File: config.mk
export PLATFORM = sky130hd
export DESIGN_NAME = branch_target_predictor
export DESIGN_NICKNAME = d
export VERILOG_FILES = /design/src/rtl/bp_pkg.sv /design/src/rtl/bp_table.sv /design/src/rtl/branch_target_predictor.sv
export SDC_FILE = /design/constraint.sdc
export NUM_CORES = 2
export LEC_CHECK = 0
export CORE_MARGIN = 10
export CORE_UTILIZATION = 60
export DETAILED_ROUTE_END_ITERATION = 12
export PLACE_DENSITY = 0.83
export SLEW_MARGIN = 20
export SYNTH_ARGS = -nofsm -noshare
export SYNTH_HDL_FRONTEND = slang
export SYNTH_HIERARCHICAL = 1
export SYNTH_SLANG_ARGS = --single-unit
File: constraint.sdc
create_clock -name clk -period 107.7 [get_ports clk]
set_clock_uncertainty 0.2 [all_clocks]
set_input_delay 32.31 -clock clk [delete_from_list [all_inputs] [get_ports clk]]
set_output_delay 32.31 -clock clk [all_outputs]
set_load 0.01 [all_outputs]
File: src/rtl/bp_pkg.sv
// Shared types and constants for the branch target predictor: BTB entry layout,
// 2-bit saturating counter encoding and its transition function.
package bp_pkg;

  typedef enum logic [1:0] {
    SNT = 2'b00,
    WNT = 2'b01,
    WT  = 2'b10,
    ST  = 2'b11
  } bp_ctr_e;

  localparam int BP_DATA_W   = 32;
  localparam int BTB_ENTRIES = 16;
  localparam int BP_IDX_W    = $clog2(BTB_ENTRIES);
  localparam int BP_TAG_W    = BP_DATA_W - BP_IDX_W - 2;

  localparam logic [BP_DATA_W-1:0] PC_INCR = 32'd4;

  typedef struct packed {
    logic                 valid;
    logic [BP_TAG_W-1:0]  tag;
    logic [BP_DATA_W-1:0] target;
    bp_ctr_e              ctr;
    logic                 is_jump;
  } btb_entry_t;

  // Cleared entry; the counter starts weakly not-taken.
  localparam btb_entry_t BTB_ENTRY_RESET = '{
    valid:   1'b0,
    tag:     {BP_TAG_W{1'b0}},
    target:  {BP_DATA_W{1'b0}},
    ctr:     WNT,
    is_jump: 1'b0
  };

  function automatic bp_ctr_e ctr_next(input bp_ctr_e ctr, input logic taken);
    case (ctr)
      SNT:     ctr_next = taken ? WNT : SNT;
      WNT:     ctr_next = taken ? WT  : SNT;
      WT:      ctr_next = taken ? ST  : WNT;
      ST:      ctr_next = taken ? ST  : WT;
      default: ctr_next = WNT;
    endcase
  endfunction

endpackage

File: src/rtl/bp_table.sv
// Direct-mapped BTB storage: async-reset clear, two combinational read ports
// (fetch lookup and EX-resolution lookup) and one synchronous write port.
module bp_table
  import bp_pkg::*;
#(
  parameter int ENTRIES = BTB_ENTRIES,
  parameter int IDX_W   = $clog2(ENTRIES)
) (
  input  logic             clk,
  input  logic             rst,
  input  logic [IDX_W-1:0] i_rd_idx_a,
  output btb_entry_t       o_rd_entry_a,
  input  logic [IDX_W-1:0] i_rd_idx_b,
  output btb_entry_t       o_rd_entry_b,
  input  logic             i_wr_en,
  input  logic [IDX_W-1:0] i_wr_idx,
  input  btb_entry_t       i_wr_entry
);

  btb_entry_t r_mem [ENTRIES];

  assign o_rd_entry_a = r_mem[i_rd_idx_a];
  assign o_rd_entry_b = r_mem[i_rd_idx_b];

  // Entry storage; reset clears every entry immediately, discarding any pending write.
  always_ff @(posedge clk or posedge rst) begin
    if (rst) begin
      for (int i = 0; i < ENTRIES; i++) begin
        r_mem[i] <= BTB_ENTRY_RESET;
      end
    end else if (i_wr_en) begin
      r_mem[i_wr_idx] <= i_wr_entry;
    end
  end

endmodule

File: src/rtl/branch_target_predictor.sv
// Next-PC generator: BTB lookup on the fetch address, mispredict override from EX,
// table training on resolution and branch/mispredict performance counters.
module branch_target_predictor
  import bp_pkg::*;
#(
  parameter int DATA_W  = BP_DATA_W,
  parameter int ENTRIES = BTB_ENTRIES,
  parameter int IDX_W   = $clog2(ENTRIES),
  parameter int TAG_W   = DATA_W - IDX_W - 2
) (
  input  logic              clk,
  input  logic              rst,
  input  logic [DATA_W-1:0] pc_cur,
  input  logic              stall,
  input  logic              ex_valid,
  input  logic              ex_is_jump,
  input  logic [DATA_W-1:0] ex_pc,
  input  logic              ex_taken,
  input  logic [DATA_W-1:0] ex_target,
  input  logic              ex_pred_taken,
  input  logic [DATA_W-1:0] ex_pred_target,
  output logic [DATA_W-1:0] PC_in_pred,
  output logic              pred_taken,
  output logic [DATA_W-1:0] pred_target,
  output logic              flush,
  output logic [31:0]       branch_cnt,
  output logic [31:0]       mispred_cnt
);

  logic [IDX_W-1:0] w_lk_idx;
  logic [IDX_W-1:0] w_ex_idx;
  logic [TAG_W-1:0] w_lk_tag;
  logic [TAG_W-1:0] w_ex_tag;
  btb_entry_t       w_lk_entry;
  btb_entry_t       w_ex_entry;
  btb_entry_t       w_wr_entry;
  logic             w_wr_en;
  logic             w_lk_hit;
  logic             w_ex_hit;
  logic             w_mispredict;
  logic             w_update;
  logic [31:0]      r_branch_cnt;
  logic [31:0]      r_mispred_cnt;

  assign w_lk_idx = pc_cur[IDX_W+1:2];
  assign w_lk_tag = pc_cur[DATA_W-1:IDX_W+2];
  assign w_ex_idx = ex_pc[IDX_W+1:2];
  assign w_ex_tag = ex_pc[DATA_W-1:IDX_W+2];

  bp_table #(
    .ENTRIES (ENTRIES),
    .IDX_W   (IDX_W)
  ) u_table (
    .clk          (clk),
    .rst          (rst),
    .i_rd_idx_a   (w_lk_idx),
    .o_rd_entry_a (w_lk_entry),
    .i_rd_idx_b   (w_ex_idx),
    .o_rd_entry_b (w_ex_entry),
    .i_wr_en      (w_wr_en),
    .i_wr_idx     (w_ex_idx),
    .i_wr_entry   (w_wr_entry)
  );

  assign w_lk_hit    = w_lk_entry.valid && (w_lk_entry.tag == w_lk_tag);
  assign w_ex_hit    = w_ex_entry.valid && (w_ex_entry.tag == w_ex_tag);
  assign pred_taken  = w_lk_hit && (w_lk_entry.is_jump || w_lk_entry.ctr[1]);
  assign pred_target = pred_taken ? w_lk_entry.target : (pc_cur + PC_INCR);

  // A wrong target on a correctly-predicted-taken branch is still a redirect.
  assign w_mispredict = ex_valid && ((ex_taken != ex_pred_taken) ||
                                     (ex_taken && (ex_target != ex_pred_target)));
  assign flush    = w_mispredict;
  assign w_update = ex_valid && !stall;

  // Next-PC select: EX correction overrides the fetch-stage prediction.
  always_comb begin
    PC_in_pred = pred_target;
    if (w_mispredict) begin
      PC_in_pred = ex_taken ? ex_target : (ex_pc + PC_INCR);
    end else begin
      PC_in_pred = pred_target;
    end
  end

  // Training: hits adjust the counter, taken misses allocate, not-taken misses leave the table alone.
  always_comb begin
    w_wr_en    = 1'b0;
    w_wr_entry = w_ex_entry;
    if (w_update && w_ex_hit) begin
      w_wr_en            = 1'b1;
      w_wr_entry.ctr     = ctr_next(w_ex_entry.ctr, ex_taken);
      w_wr_entry.is_jump = ex_is_jump;
      if (ex_taken) begin
        w_wr_entry.target = ex_target;
      end else begin
        w_wr_entry.target = w_ex_entry.target;
      end
    end else if (w_update && ex_taken) begin
      w_wr_en    = 1'b1;
      w_wr_entry = '{valid: 1'b1, tag: w_ex_tag, target: ex_target, ctr: WT, is_jump: ex_is_jump};
    end else begin
      w_wr_en    = 1'b0;
      w_wr_entry = w_ex_entry;
    end
  end

  // Performance counters, wrapping naturally at 2^32.
  always_ff @(posedge clk or posedge rst) begin
    if (rst) begin
      r_branch_cnt  <= 32'd0;
      r_mispred_cnt <= 32'd0;
    end else if (w_update) begin
      r_branch_cnt  <= r_branch_cnt + 32'd1;
      r_mispred_cnt <= r_mispred_cnt + (w_mispredict ? 32'd1 : 32'd0);
    end
  end

  assign branch_cnt  = r_branch_cnt;
  assign mispred_cnt = r_mispred_cnt;

endmodule

==> metrics.cfg <==
[clock_tree]
post-cts-setup-buffers=0
htree_levels=3
clkTransAtPathRegs_ns=0.06
ctsResizeCount=0
clock_latency_ns=0.72
cts_hold_buffers=0
cts_buffers=109
root_buffer=clkbuf_16
cts_tree=yes
cts.sinks=1056
cts_max_path_buffers=3

[power]
seqPwrFrac_pct=46.1
p_int_uw=681
max-vdd-ir-drop_mv=0.0129
switchingPower_uw=238
swShare_pct=25.9
leakagePower_nw=29.8
clkPwrFrac_pct=41.9
comb_power_share_pct=12.0
power_density_nw_per_um2=14.1

[critical_path]
setup.worst_path.end=PC_in_pred[3]
endpoint_kind=output port
crit_type=in -> out
critPathLaunch=pc_cur[3]
reg2reg_from=u_table/r_mem[410]$_DFFE_PP0P_
r2r_slack_ns=100.97
worstPathMaxFanout=95
cp.arrival_ns=38.47
reg2regPathDepth=12
required_ns=75.19
r2r_end=u_table/r_mem[383]$_DFFE_PP0P_
worstSetupStartpointType=primary input

[sta]
setup_viol=0
clock.fmax_mhz=14.1
slew_viol_final=0
hold_viol_final=0
fin_tns_setup_ns=0
worst_hold_slack_ns=0.281
period_share_pct=65.9
finalCriticalPeriod_ns=70.98
relSlewSlack_pct=18.0
max_slew.worst_pin.slew_ns=1.23
rsz0062_at_grt=no

[placement]
place.gp.congestion=0.954
hpwlAfterDp_mm=108
port_buffers=264

[logic_synthesis]
syn_avg_cell_area_um2=14.6
syn_area_um2=58100
ys_warn_count=6
synth_nets=4108
synth_cells=3968

[run_status]
status=finished, final reports clean

[final_layout]
drive_gt1_share_pct=41.6
fin_nets=4195
synthToLayoutAreaGrowth_pct=12.0
insertedDiodeCount=0
layout_commonest_cell=dfrtp_1
layout_common_cells=dfrtp_1 (1040), mux2_2 (893), mux4_2 (492)

[drt]
ant_nets=0
drtPass1Iterations=7
drtIter0Drc=4834
wirelength_mm=180
via_per_inst=7.27
vias=39400
wire_per_inst_um=33.3
drc=0

[global_route]
grt_remaining_overflow=0
grt_pass1_vias=40400
track_usage_pct=32.6
antenna_found_initial=12
grt_pass1_wl_mm=265
grt_max_degree=167

[floorplanning]
initial_utilization_pct=60.2
die-width_um=331
die_h_um=331
coreArea_um2=96400
dieArea_um2=110000
fp-row-count=114
pin_count=265

[worst_hold_path]
hold_class=reg -> reg

[job]
cap_viol_max_count=0

## critical path, stage by stage
cell and delay, ns:
buf_8 0.54, buf_4 0.81, buf_4 0.68, mux4_2 0.42
a22oi_1 0.23, nand2_1 0.17, xor2_1 0.19, nor4_1 0.38
and4b_1 0.30, nand4b_4 0.44, buf_4 0.48, mux2_4 0.36
mux2_2 0.34, clkdlybuf4s50_1 0.52
## per-layer routing
layer  up-vias  track usage [%]  routed length, µm
li1      15400                -                  -
met1     20800             43.2              66600
met2      2599             47.2              78600
met3       602             13.5              26400
met4        20             13.9               8630
met5         -                0                142
## flip-flops by register name, indices dropped and copies added (netlist names)
register	flops
branch_cnt	32
mispred_cnt	32
u_table/r_mem	992
## per-stage QoR
step / utilization, % / power (mW) / cells / worst slack (ns) / cell area (µm²)
floorplan: - / 0.495 / 3968 / 39.95 / 58100
global placement: 63.7 / 0.534 / 5218 / 36.84 / 61400
detailed placement: 63.7 / 0.538 / 5218 / 36.79 / 61400
CTS: 67.4 / 0.919 / 5413 / 36.75 / 65000
global route: 67.5 / 0.945 / 5415 / 36.32 / 65100
finish: 67.5 / 0.919 / 5415 / 36.72 / 65100
## worst min-delay path by stage
stage,to,depth (start not counted),start,slack [ns]
2_1_floorplan,u_table/r_mem[818]$_DFFE_PP0P_,1,u_table/r_mem[818]$_DFFE_PP0P_,0.28
6_report,branch_cnt[31]$_DFFE_PP0P_,1,branch_cnt[31]$_DFFE_PP0P_,0.28
3_5_place_dp,mispred_cnt[21]$_DFFE_PP0P_,1,mispred_cnt[21]$_DFFE_PP0P_,0.28
4_1_cts,branch_cnt[31]$_DFFE_PP0P_,1,branch_cnt[31]$_DFFE_PP0P_,0.29
5_1_grt,mispred_cnt[31]$_DFFE_PP0P_,1,mispred_cnt[31]$_DFFE_PP0P_,0.31
3_3_place_gp,branch_cnt[31]$_DFFE_PP0P_,1,branch_cnt[31]$_DFFE_PP0P_,0.26
## final cells by class
class / instances / area (µm²)
clock buffers: 151 / 3160
multi-input cells: 2533 / 30000
fillers: 6493 / 31400
repair buffers: 336 / 3300
flip-flops and latches: 1056 / 26400
inverters: 19 / 78.8
clock inverters: 44 / 450
well taps: 1276 / 1600
## power groups by stage
stage / Clock [mW] / Sequential [mW] / Combinational (mW)
after floorplan: 0 / 0.428 / 0.0671
after global placement: 0 / 0.429 / 0.106
after detailed placement: 0 / 0.430 / 0.107
after CTS: 0.388 / 0.423 / 0.108
after global routing: 0.404 / 0.425 / 0.116
final: 0.385 / 0.424 / 0.110
(Power assumes the default switching activity.)
